## src/rtl/vga_scene_if.sv

```systemverilog
// vga_scene_if: game-logic inputs and VGA outputs of the scene renderer.
interface vga_scene_if;
   logic [11:0] x_begin, y_begin, p_x;
   logic [3:0]  score, miss;
   logic        end_show;
   logic        hsync, vsync, frame_tick;
   logic [3:0]  vga_r, vga_g, vga_b;
   modport master (output x_begin, y_begin, p_x, score, miss, end_show,
                   input hsync, vsync, frame_tick, vga_r, vga_g, vga_b);
   modport slave  (input x_begin, y_begin, p_x, score, miss, end_show,
                   output hsync, vsync, frame_tick, vga_r, vga_g, vga_b);
endinterface

```

## src/rtl/vga_scene.sv

```systemverilog
// vga_scene: VGA raster renderer that paints the object, paddle and end screen from per-frame shadow copies of its inputs.
// Defining VGA_SCORE_BAR_EN adds the score and miss bars.
module vga_scene #(
   parameter int CLK_DIV = 4,
   parameter int OBJ_W   = 40,
   parameter int OBJ_H   = 40,
   parameter int PAD_W   = 100,
   parameter int PAD_Y   = 380,
   parameter int PAD_H   = 10,
   parameter int H_VIS   = 640,
   parameter int H_FP    = 16,
   parameter int H_SYNC  = 96,
   parameter int H_BP    = 48,
   parameter int V_VIS   = 480,
   parameter int V_FP    = 10,
   parameter int V_SYNC  = 2,
   parameter int V_BP    = 33
) (
   input logic clk,
   input logic rst,
   vga_scene_if.slave bus
);
   localparam int DW = $clog2(CLK_DIV);
   localparam logic [DW-1:0] DIV_LAST = DW'(CLK_DIV - 1);
   localparam logic [9:0] HV = 10'(H_VIS), HS0 = 10'(H_VIS + H_FP), HS1 = 10'(H_VIS + H_FP + H_SYNC);
   localparam logic [9:0] HL = 10'(H_VIS + H_FP + H_SYNC + H_BP - 1);
   localparam logic [9:0] VV = 10'(V_VIS), VS0 = 10'(V_VIS + V_FP), VS1 = 10'(V_VIS + V_FP + V_SYNC);
   localparam logic [9:0] VL = 10'(V_VIS + V_FP + V_SYNC + V_BP - 1);
   localparam logic [12:0] OW = 13'(OBJ_W), OH = 13'(OBJ_H), PW = 13'(PAD_W);
   localparam logic [12:0] PY0 = 13'(PAD_Y), PY1 = 13'(PAD_Y + PAD_H);
   logic [DW-1:0] div;
   logic [9:0]    h, v;
   logic [11:0]   sx, sy, sp;
   logic [3:0]    ss, sm;
   logic          se;
   logic          pix_en, load, vis, obj, pad, bar_s, bar_m;
   logic [12:0]   h13, v13;
   logic [11:0]   rgb_n;
   assign pix_en = div == DIV_LAST;
   assign load   = pix_en && h == 10'd0 && v == VV;
   assign h13    = {3'b0, h};
   assign v13    = {3'b0, v};
   assign vis    = h < HV && v < VV;
   // 13-bit sums keep coordinates near 4095 from wrapping back onto the screen
   assign obj = h13 >= {1'b0, sx} && h13 < {1'b0, sx} + OW && v13 >= {1'b0, sy} && v13 < {1'b0, sy} + OH;
   assign pad = h13 >= {1'b0, sp} && h13 < {1'b0, sp} + PW && v13 >= PY0 && v13 < PY1;
`ifdef VGA_SCORE_BAR_EN
   assign bar_s = v >= 10'd8  && v <= 10'd15 && h >= 10'd8 && h13 < 13'd8 + {5'b0, ss, 4'b0};
   assign bar_m = v >= 10'd20 && v <= 10'd27 && h >= 10'd8 && h13 < 13'd8 + {5'b0, sm, 4'b0};
`else
   logic unused_bar;
   assign unused_bar = ^{ss, sm};
   assign bar_s = 1'b0;
   assign bar_m = 1'b0;
`endif
   assign rgb_n = !vis ? 12'h000 : se ? 12'h400 : bar_s ? 12'h0F0 : bar_m ? 12'hF00 :
                  obj ? 12'hFF0 : pad ? 12'h0FF : 12'h000;
   always_ff @(posedge clk or negedge rst)
      if (!rst) begin
         div            <= '0;
         h              <= '0;
         v              <= '0;
         {sx, sy, sp}   <= '0;
         {ss, sm, se}   <= '0;
         bus.hsync      <= 1'b1;
         bus.vsync      <= 1'b1;
         bus.frame_tick <= 1'b0;
         {bus.vga_r, bus.vga_g, bus.vga_b} <= '0;
      end else begin
         div            <= pix_en ? '0 : div + 1'b1;
         bus.frame_tick <= load;
         if (pix_en) begin
            h         <= h == HL ? 10'd0 : h + 10'd1;
            if (h == HL) v <= v == VL ? 10'd0 : v + 10'd1;
            bus.hsync <= !(h >= HS0 && h < HS1);
            bus.vsync <= !(v >= VS0 && v < VS1);
            {bus.vga_r, bus.vga_g, bus.vga_b} <= rgb_n;
         end
         if (load) begin
            {sx, sy, sp} <= {bus.x_begin, bus.y_begin, bus.p_x};
            {ss, sm, se} <= {bus.score, bus.miss, bus.end_show};
         end
      end
endmodule

```

## src/flat_wrapper.sv

```systemverilog
// flat-port wrapper written by rule: the top's interface ports become plain ports
module vga_scene_flat 
#(
   parameter int CLK_DIV = 4,
   parameter int OBJ_W   = 40,
   parameter int OBJ_H   = 40,
   parameter int PAD_W   = 100,
   parameter int PAD_Y   = 380,
   parameter int PAD_H   = 10,
   parameter int H_VIS   = 640,
   parameter int H_FP    = 16,
   parameter int H_SYNC  = 96,
   parameter int H_BP    = 48,
   parameter int V_VIS   = 480,
   parameter int V_FP    = 10,
   parameter int V_SYNC  = 2,
   parameter int V_BP    = 33
)
  (clk, rst, bus_x_begin, bus_y_begin, bus_p_x, bus_score, bus_miss, bus_end_show, bus_hsync, bus_vsync, bus_frame_tick, bus_vga_r, bus_vga_g, bus_vga_b);
  vga_scene_if bus_i ();
  input logic clk;
  input logic rst;
  input wire logic [$bits(bus_i.x_begin)-1:0] bus_x_begin;
  input wire logic [$bits(bus_i.y_begin)-1:0] bus_y_begin;
  input wire logic [$bits(bus_i.p_x)-1:0] bus_p_x;
  input wire logic [$bits(bus_i.score)-1:0] bus_score;
  input wire logic [$bits(bus_i.miss)-1:0] bus_miss;
  input wire logic [$bits(bus_i.end_show)-1:0] bus_end_show;
  output wire logic [$bits(bus_i.hsync)-1:0] bus_hsync;
  output wire logic [$bits(bus_i.vsync)-1:0] bus_vsync;
  output wire logic [$bits(bus_i.frame_tick)-1:0] bus_frame_tick;
  output wire logic [$bits(bus_i.vga_r)-1:0] bus_vga_r;
  output wire logic [$bits(bus_i.vga_g)-1:0] bus_vga_g;
  output wire logic [$bits(bus_i.vga_b)-1:0] bus_vga_b;
  assign bus_i.x_begin = bus_x_begin;
  assign bus_i.y_begin = bus_y_begin;
  assign bus_i.p_x = bus_p_x;
  assign bus_i.score = bus_score;
  assign bus_i.miss = bus_miss;
  assign bus_i.end_show = bus_end_show;
  assign bus_hsync = bus_i.hsync;
  assign bus_vsync = bus_i.vsync;
  assign bus_frame_tick = bus_i.frame_tick;
  assign bus_vga_r = bus_i.vga_r;
  assign bus_vga_g = bus_i.vga_g;
  assign bus_vga_b = bus_i.vga_b;
  vga_scene #(.CLK_DIV(CLK_DIV), .OBJ_W(OBJ_W), .OBJ_H(OBJ_H), .PAD_W(PAD_W), .PAD_Y(PAD_Y), .PAD_H(PAD_H), .H_VIS(H_VIS), .H_FP(H_FP), .H_SYNC(H_SYNC), .H_BP(H_BP), .V_VIS(V_VIS), .V_FP(V_FP), .V_SYNC(V_SYNC), .V_BP(V_BP)) u_core (.clk(clk), .rst(rst), .bus(bus_i));
endmodule
```

## config.mk

```make
export PLATFORM = sky130hd
export DESIGN_NAME = vga_scene_flat
export DESIGN_NICKNAME = d
export VERILOG_FILES = /design/src/rtl/vga_scene_if.sv /design/src/rtl/vga_scene.sv /design/src/flat_wrapper.sv
export SDC_FILE = /design/constraint.sdc
export NUM_CORES = 1
export LEC_CHECK = 0
export CORE_UTILIZATION = 60
export CTS_BUF_LIST = sky130_fd_sc_hd__clkbuf_16
export DETAILED_ROUTE_END_ITERATION = 10
export HOLD_SLACK_MARGIN = 0.05
export PLACE_DENSITY = 0.87
export SLEW_MARGIN = 5
export SYNTH_ARGS = -nofsm -noshare
export SYNTH_HDL_FRONTEND = slang
export SYNTH_SLANG_ARGS = --single-unit
```

## constraint.sdc

```tcl
create_clock -name clk -period 4.6 [get_ports clk]
set_clock_uncertainty 0.1 [all_clocks]
set_input_delay 0.92 -clock clk [delete_from_list [all_inputs] [get_ports clk]]
set_output_delay 0.92 -clock clk [all_outputs]
set_load 0.05 [all_outputs]
```

==> summary.md <==
| Metric | Value |
|---|---|
| Status | `finished clean` |
| VDD IR max | `0.160 mV` |
| Initial antenna violation count | `0` |
| Pre-antenna DRT Iters | `5` |
| Max cap viols | `0` |
| Final net count | `630` |
| Slowest cell on crit path | `o41ai_1` |
| Syn Area/Cell | `9.39 sq um` |
| Clock Sinks | `66` |
| Ys Warns | `0` |
| Hold crit path type | `flip-flop to flip-flop` |
| Cell row count | `31` |
| Slew Limit Fails | `0` |
| Internal cell power | `0.967 mW` |
| Critical path required time | `4.72 ns` |
| RSZ-0062 raised after global routing | `no` |
| Hold Violations, Final | `0` |
| FMAX | `0.345 GHz` |
| Worst Tran Pin Value | `0.893 ns` |
| Synthesis-stage register bit count | `66` |
| Design area | `5280 sq um` |
| WL final | `10.6 mm` |
| Core Region | `7210 sq um` |
| Boundary Pins | `62` |
| Crit path launch type | `flip-flop` |
| Number of diodes | `0` |
| # port buffers | `53` |
| Crit end category | `flip-flop` |
| Leak | `2.57 nW` |
| Sw Share | `22.1%` |
| Fin Setup TNS | `0 ns` |
| Synth Cell Area | `4480 sq um` |
| Post-CTS Setup Inserts | `0` |
| PwrDens | `235 nW/um^2` |
| Layout cells sized above 1 | `6.82%` |
| Post-synthesis cell type count | `53` |
| Top cells by area, synth | `dfrtp_1, ha_1, nand2_1` |
| Async S/R FF share, synth | `100%` |
| Pin count of the biggest net entering global routing | `40` |
| Die W | `88.4 um` |
| CP max FO | `5` |
| First-pass GRT wire length | `17.7 mm` |
| Root Buffer | `clkbuf_16` |
| Routability cong. | `0.879` |
| Ys flop type | `dfrtp_1` |
| Slowest cell delay on critical path | `0.56 ns` |
| Vias per inst | `6.04` |
| Worst path bufs/invs | `0` |
| Post-route clock period utilization | `62.9%` |
| Synth area leader | `dfrtp_1` |
| Crit path DAT | `3.01 ns` |
| Layout fillers | `519` |
| Clock slew at reported path FFs | `0.06 ns` |
| Syn_nets | `584` |
| CTS resizes | `0` |
| WL per Instance | `16.9 um` |
| Total GRT Usage | `29.8%` |
| Grt ovf | `0` |
| Gate Count Post-Synth | `477` |
| Post-synth EDFFs | `0` |
| Register area share after synthesis | `36.9%` |
| Multi-input gate area | `2520 sq um` |
| CTS tree | `built` |
| Chip height | `88.4 um` |
| Drt drc | `0` |
| Hold_buf cts | `0` |
| Area Overhead vs Synth | `17.9%` |
| Count of final setup violators | `0` |
| Flop pwr share | `46.8%` |
| Clk_lat worst skew | `0.33 ns` |
| Pre-CTS setup slack | `1.78 ns` |
| Vias in the first global route | `3752` |
| Relative slew slack | `40.4%` |
| Post-layout min period | `2.90 ns` |
| Yosys top cell area share | `35.8%` |
| Initial cell density of the core | `62.1%` |
| Storage element area | `1650 sq um` |
| Combinational power share | `3.5%` |
| NetSw | `0.274 mW` |
| Crit path kind | `flip-flop to flip-flop` |
| Clock power frac | `49.6%` |
| DR vias | `3788` |
| Initial DRC Count | `296` |
| Die ar. | `7810 sq um` |
| Post-route ant nets | `0` |
| Sequence of cells on the critical path | `ha_1 -> o21ai_0 -> xnor2_1 -> ha_1 -> nand4_1 -> a31oi_1 -> o41ai_1 -> nand4_1 -> a41o_1` |
| Family with the most delay on the worst path | `compound AO/OA/AOI/OAI gates` |
| Setup ws final | `1.70 ns` |
| Clock buffer depth | `2` |
| TritonCTS Buffers | `9` |
| Max H-tree Level | `3` |
| Post-DP Area | `5020 sq um` |
| Hpwl dp | `7.49 mm` |
-- per-stage QoR --
| stage | instances | total power [mW] | utilization [%] | hold slack, ns |
|---|---|---|---|---|
| after global routing | 627 | 1.27 | 73.2 | 0.351 |
| after floorplan | 477 | 0.592 | - | 0.303 |
| after global placement | 611 | 0.635 | 69.5 | 0.314 |
| final | 627 | 1.24 | 73.2 | 0.330 |
| after detailed placement | 611 | 0.636 | 69.5 | 0.323 |
| after CTS | 627 | 1.25 | 73.2 | 0.331 |
-- final cells by class --
type                            instances  area share [%]
Tap cell                               99            2.35
Timing Repair Buffer                   57            10.5
Inverter                               44            3.13
Clock inverter                          7           0.711
Sequential cell                        66            31.3
Multi-Input combinational cell        345            47.7
Clock buffer                            9            4.27
-- final timing paths --
kind	from	endpoint	slack (ns)	depth (start not counted)
max	u_core.sx[3]$_DFFE_PN0P_	u_core.bus.vga_b[2]$_DFFE_PN0P_	1.70	9
min	u_core.div[0]$_DFF_PN0_	u_core.div[0]$_DFF_PN0_	0.33	1
max reg2reg	u_core.sx[3]$_DFFE_PN0P_	u_core.bus.vga_b[2]$_DFFE_PN0P_	1.70	9
min reg2reg	u_core.div[0]$_DFF_PN0_	u_core.div[0]$_DFF_PN0_	0.33	1
max in group asynchronous	rst	u_core.bus.vsync$_DFFE_PN1P_	2.84	2
min in group asynchronous	rst	u_core.sx[7]$_DFFE_PN0P_	0.61	1
-- registers in the layout, indices dropped and copies added (netlist names) --
register and flops:
u_core.bus.frame_tick 1, u_core.bus.hsync 1, u_core.bus.vga_b 1, u_core.bus.vga_g 1, u_core.bus.vga_r 2, u_core.bus.vsync 1
u_core.div 2, u_core.h 10, u_core.se 1, u_core.sp 12, u_core.sx 12, u_core.sy 12
u_core.v 10
-- power groups by stage --
stage	Clock [mW]	Sequential (mW)	Combinational, mW
floorplan	0	0.591	0.000336
global placement	0	0.591	0.0439
detailed placement	0	0.591	0.0444
CTS	0.622	0.581	0.0447
global route	0.644	0.581	0.0481
finish	0.616	0.581	0.0437
-- cells in the mapped netlist, drive strengths merged (2+ instances only) --
| master | count |
|---|---|
| a211o | 4 |
| a211oi | 6 |
| a21o | 7 |
| a21oi | 15 |
| a31oi | 6 |
| a41oi | 3 |
| and2 | 2 |
| and3 | 6 |
| and4 | 4 |
| buf | 17 |
| clkbuf | 5 |
| dfrtp | 64 |
| dfstp | 2 |
| ha | 60 |
| inv | 44 |
| mux2 | 9 |
| nand2 | 51 |
| nand2b | 4 |
| nand3 | 9 |
| nand3b | 4 |
| nand4 | 14 |
| nor2 | 22 |
| nor2b | 4 |
| nor3 | 10 |
| nor4 | 5 |
| nor4b | 2 |
| o2111ai | 5 |
| o211ai | 3 |
| o21a | 2 |
| o21ai | 41 |
| o22ai | 2 |
| or3 | 3 |
| xnor2 | 20 |
| xor2 | 8 |
-- cell families (layout without fill, tap and decap cells) --
logic type | after synthesis | after routing | synth area share, %
flip-flops | 66 | 66 | 36.9
AO/OA/AOI/OAI | 103 | 103 | 14.7
AND/OR/NAND/NOR | 144 | 144 | 16.8
multiplexers | 10 | 10 | 2.49
adder cells (fa/ha/maj) | 60 | 60 | 16.8
XOR/XNOR | 28 | 28 | 5.48
buffers and inverters | 66 | 117 | 6.87
-- layout by cell type (no fill, tap or decap), types with 3 or more instances in the layout --
cell type        instances
dfrtp_1                 64
ha_1                    60
clkdlybuf4s50_1         52
nand2_1                 51
inv_1                   45
o21ai_0                 38
nor2_1                  22
xnor2_1                 20
a21oi_1                 15
nand4_1                 13
nor3_1                  10
nand3_1                  9
mux2_2                   9
clkbuf_16                9
xor2_1                   8
a21o_1                   7
and3_1                   6
a211oi_1                 6
a31oi_1                  6
o2111ai_1                5
a211o_1                  4
nand2b_1                 4
nand3b_1                 4
nor2b_1                  4
buf_4                    4
nor4_1                   3
or3_1                    3
o211ai_1                 3
a41oi_1                  3
o21ai_1                  3
and4_1                   3
clkinv_2                 3
-- layer usage --
metal,GRT usage (%),up-vias,routed length (um)
met3,5.04,27,592
met5,0,-,0
met2,50.6,149,5370
li1,-,1787,-
met1,37.8,1825,4410
met4,12.3,0,237
Power figures use the tool's default switching activity.
==> edit (same settings) <==
Reset style: synchronous (`rst`), changed in one clocked block.
--- a/src/rtl/vga_scene.sv
+++ b/src/rtl/vga_scene.sv
@@ -56,5 +56,5 @@
    assign rgb_n = !vis ? 12'h000 : se ? 12'h400 : bar_s ? 12'h0F0 : bar_m ? 12'hF00 :
                   obj ? 12'hFF0 : pad ? 12'h0FF : 12'h000;
-   always_ff @(posedge clk or negedge rst)
+   always_ff @(posedge clk)
       if (!rst) begin
          div            <= '0;
Behaviour: differs if rst is asserted again (counterexample within 10 cycles, from zero or initial values and one cycle with rst low); with rst held inactive, the same outputs for 10 cycles.
==> edit against the unedited design <==
Wire length increased by 2.2%. Design area up 1.2%. Global-route usage shrank 0.39 points. Critical path depth decreased by 2. Sequential cell count stayed put. Core utilization increased by 0.097 points. Worst setup slack got worse by 220 ps. Critical path type unchanged. Area after synthesis grew 1.6%.
Power is not compared: it rests on default switching activity, and its combinational part moved more than twofold at a synthesized area within 25%.
==> edit: results (changes against the unedited design) <==
[worst_setup_path]
critPathMaxStageDelay_ps=780  ; was 560 ps
cp_max_fo=23  ; was 5
cp.arrival_ps=3300  ; was 3010 ps
critPathKind=reg -> reg  ; unchanged
critPathTopFamily=simple AND/OR/NAND/NOR gates  ; was compound AO/OA/AOI/OAI gates
r2r_cells=7  ; was 9
cp_slowest_cell=nor4_4  ; was o41ai_1
r2r_setup_slack_ps=1480  ; was 1700 ps
reg2reg_from=u_core.div[0]$_SDFF_PP0_  ; was u_core.sx[3]$_DFFE_PN0P_
r2r_end=u_core.sp[11]$_SDFFE_PN0P_  ; was u_core.bus.vga_b[2]$_DFFE_PN0P_

[placed_design]
dp_hpwl_mm=7.624  ; was 7.492 mm
portBuffers=53  ; unchanged
gp_congestion=0.8853  ; was 0.8787

[clocking]
clkTransAtPathRegs_ps=60  ; about the same
cts_setup_buffers=0  ; unchanged
cts-resized-gates=0  ; unchanged
numCtsBuffers=9  ; unchanged
ctsRootBufferMaster=clkbuf_16  ; unchanged
htreeDepth=3  ; unchanged
clk_latency_ps=340
hold_buffers=0  ; unchanged
cts.path.max_buffers=2  ; unchanged

[hold_path]
holdPathEnd=u_core.div[0]$_SDFF_PP0_  ; was u_core.div[0]$_DFF_PN0_
hold_depth=1  ; unchanged
min_path_type=reg -> reg  ; unchanged
hold_start=u_core.div[0]$_SDFF_PP0_  ; was u_core.div[0]$_DFF_PN0_

[yosys]
synth_nets=643  ; was 584
synth.distinct_cells=54  ; was 53
synth_top_cells_by_area=dfxtp_1 (29%), ha_1 (16%), nand2_1 (8.2%)  ; was dfrtp_1 (36%), ha_1 (17%), nand2_1 (4.3%)
synth_seq_area_share=0.2903  ; was 0.3694
synthTopCellsByCount=nand2_1 (99), dfxtp_1 (66), ha_1 (60), inv_1 (37), nor2_1 (33)  ; was dfrtp_1 (64), ha_1 (60), nand2_1 (51), inv_1 (44), o21ai_0 (38)
synthFlopType=dfxtp_1  ; was dfrtp_1
ys_warn_count=0  ; unchanged
ys_async_sr_fraction=0  ; was 1.000

[sta]
tightestPinTransition_ps=829.1  ; was 893.3 ps
drv_slew=0  ; unchanged
period_share=0.6781  ; was 0.6295

[power]
switching_share=0.2390
p_leak_nw=2.071
peakVddDrop_v=0.0002101

[global_route]
grt_max_degree=50  ; was 40
grt_pass1_wl_mm=17.79  ; was 17.68 mm
antenna_found_initial=0  ; unchanged
grt_use_total=0.2944  ; was 0.2983

[routing]
wirelength_mm=10.85  ; was 10.61 mm
drt-pass1-iter-count=5  ; unchanged
drt_iter0_markers=235  ; was 296
vias=3993  ; was 3788

[flow_run]
maxCapViolCount=0  ; unchanged

[final_layout]
nets=684  ; was 630
num_antenna_cells=0  ; unchanged
post_route_cells_drive_above_1_share=0.09107  ; was 0.06818

[status]
status=finished, final reports clean  ; unchanged

edit: cell types whose count changed after synthesis, sizes merged, moves of 7 or more:
cell    delta
inv        -7
o21ai     -30
nor2      +11
dfxtp     +66
a21boi    +38
mux2       -9
xor2       +7
nand2     +48
dfrtp     -64
edit: power by group through the flow:
| stage | Sequential (mW) | Combinational, mW | Clock, mW |
|---|---|---|---|
| 3_3_place_gp | 0.593 | 0.0883 | 0 |
| 6_report | 0.580 | 0.0904 | 0.710 |
| 3_5_place_dp | 0.593 | 0.0902 | 0 |
| 5_1_grt | 0.581 | 0.0970 | 0.730 |
| 4_1_cts | 0.580 | 0.0906 | 0.710 |
| 2_1_floorplan | 0.599 | 0.0399 | 0 |
edit: through the flow:
step	hold slack, ps	instance area, sq um	std cells	utilization
after floorplan	298.4	4551	536	-
after global placement	307.9	5040	665	0.6911
after detailed placement	327.8	5040	665	0.6911
after CTS	337.4	5343	681	0.7327
after global routing	370.4	5343	681	0.7327
final	339.3	5343	681	0.7327
edit: per-layer routing:
| metal | global-route usage | share of wire |
|---|---|---|
| met5 | 0 | 0 |
| met4 | 0.1400 | 0.029 |
| met3 | 0.05633 | 0.052 |
| met2 | 0.5344 | 0.50 |
| met1 | 0.3311 | 0.42 |
edit: cell type report:
cell class              count  area [sq um]
clock buffers               9         225.2
clock inverters             7         77.57
fillers                   559          1949
inverters                  37         138.9
multi-input cells         408          2910
flip-flops and latches     66          1321
well taps                  99         123.9
repair buffers             55         545.5
edit: kinds of logic (layout without fill, tap and decap cells):
logic type,count (synthesis),count (layout),share of synthesized area
compound gates,102,102,0.1853
xor+xnor,33,33,0.06351
fa+ha+maj,60,60,0.1650
buf+inv,62,108,0.07011
flops,66,66,0.2903
mux,2,2,0.004399
simple gates,211,211,0.2213
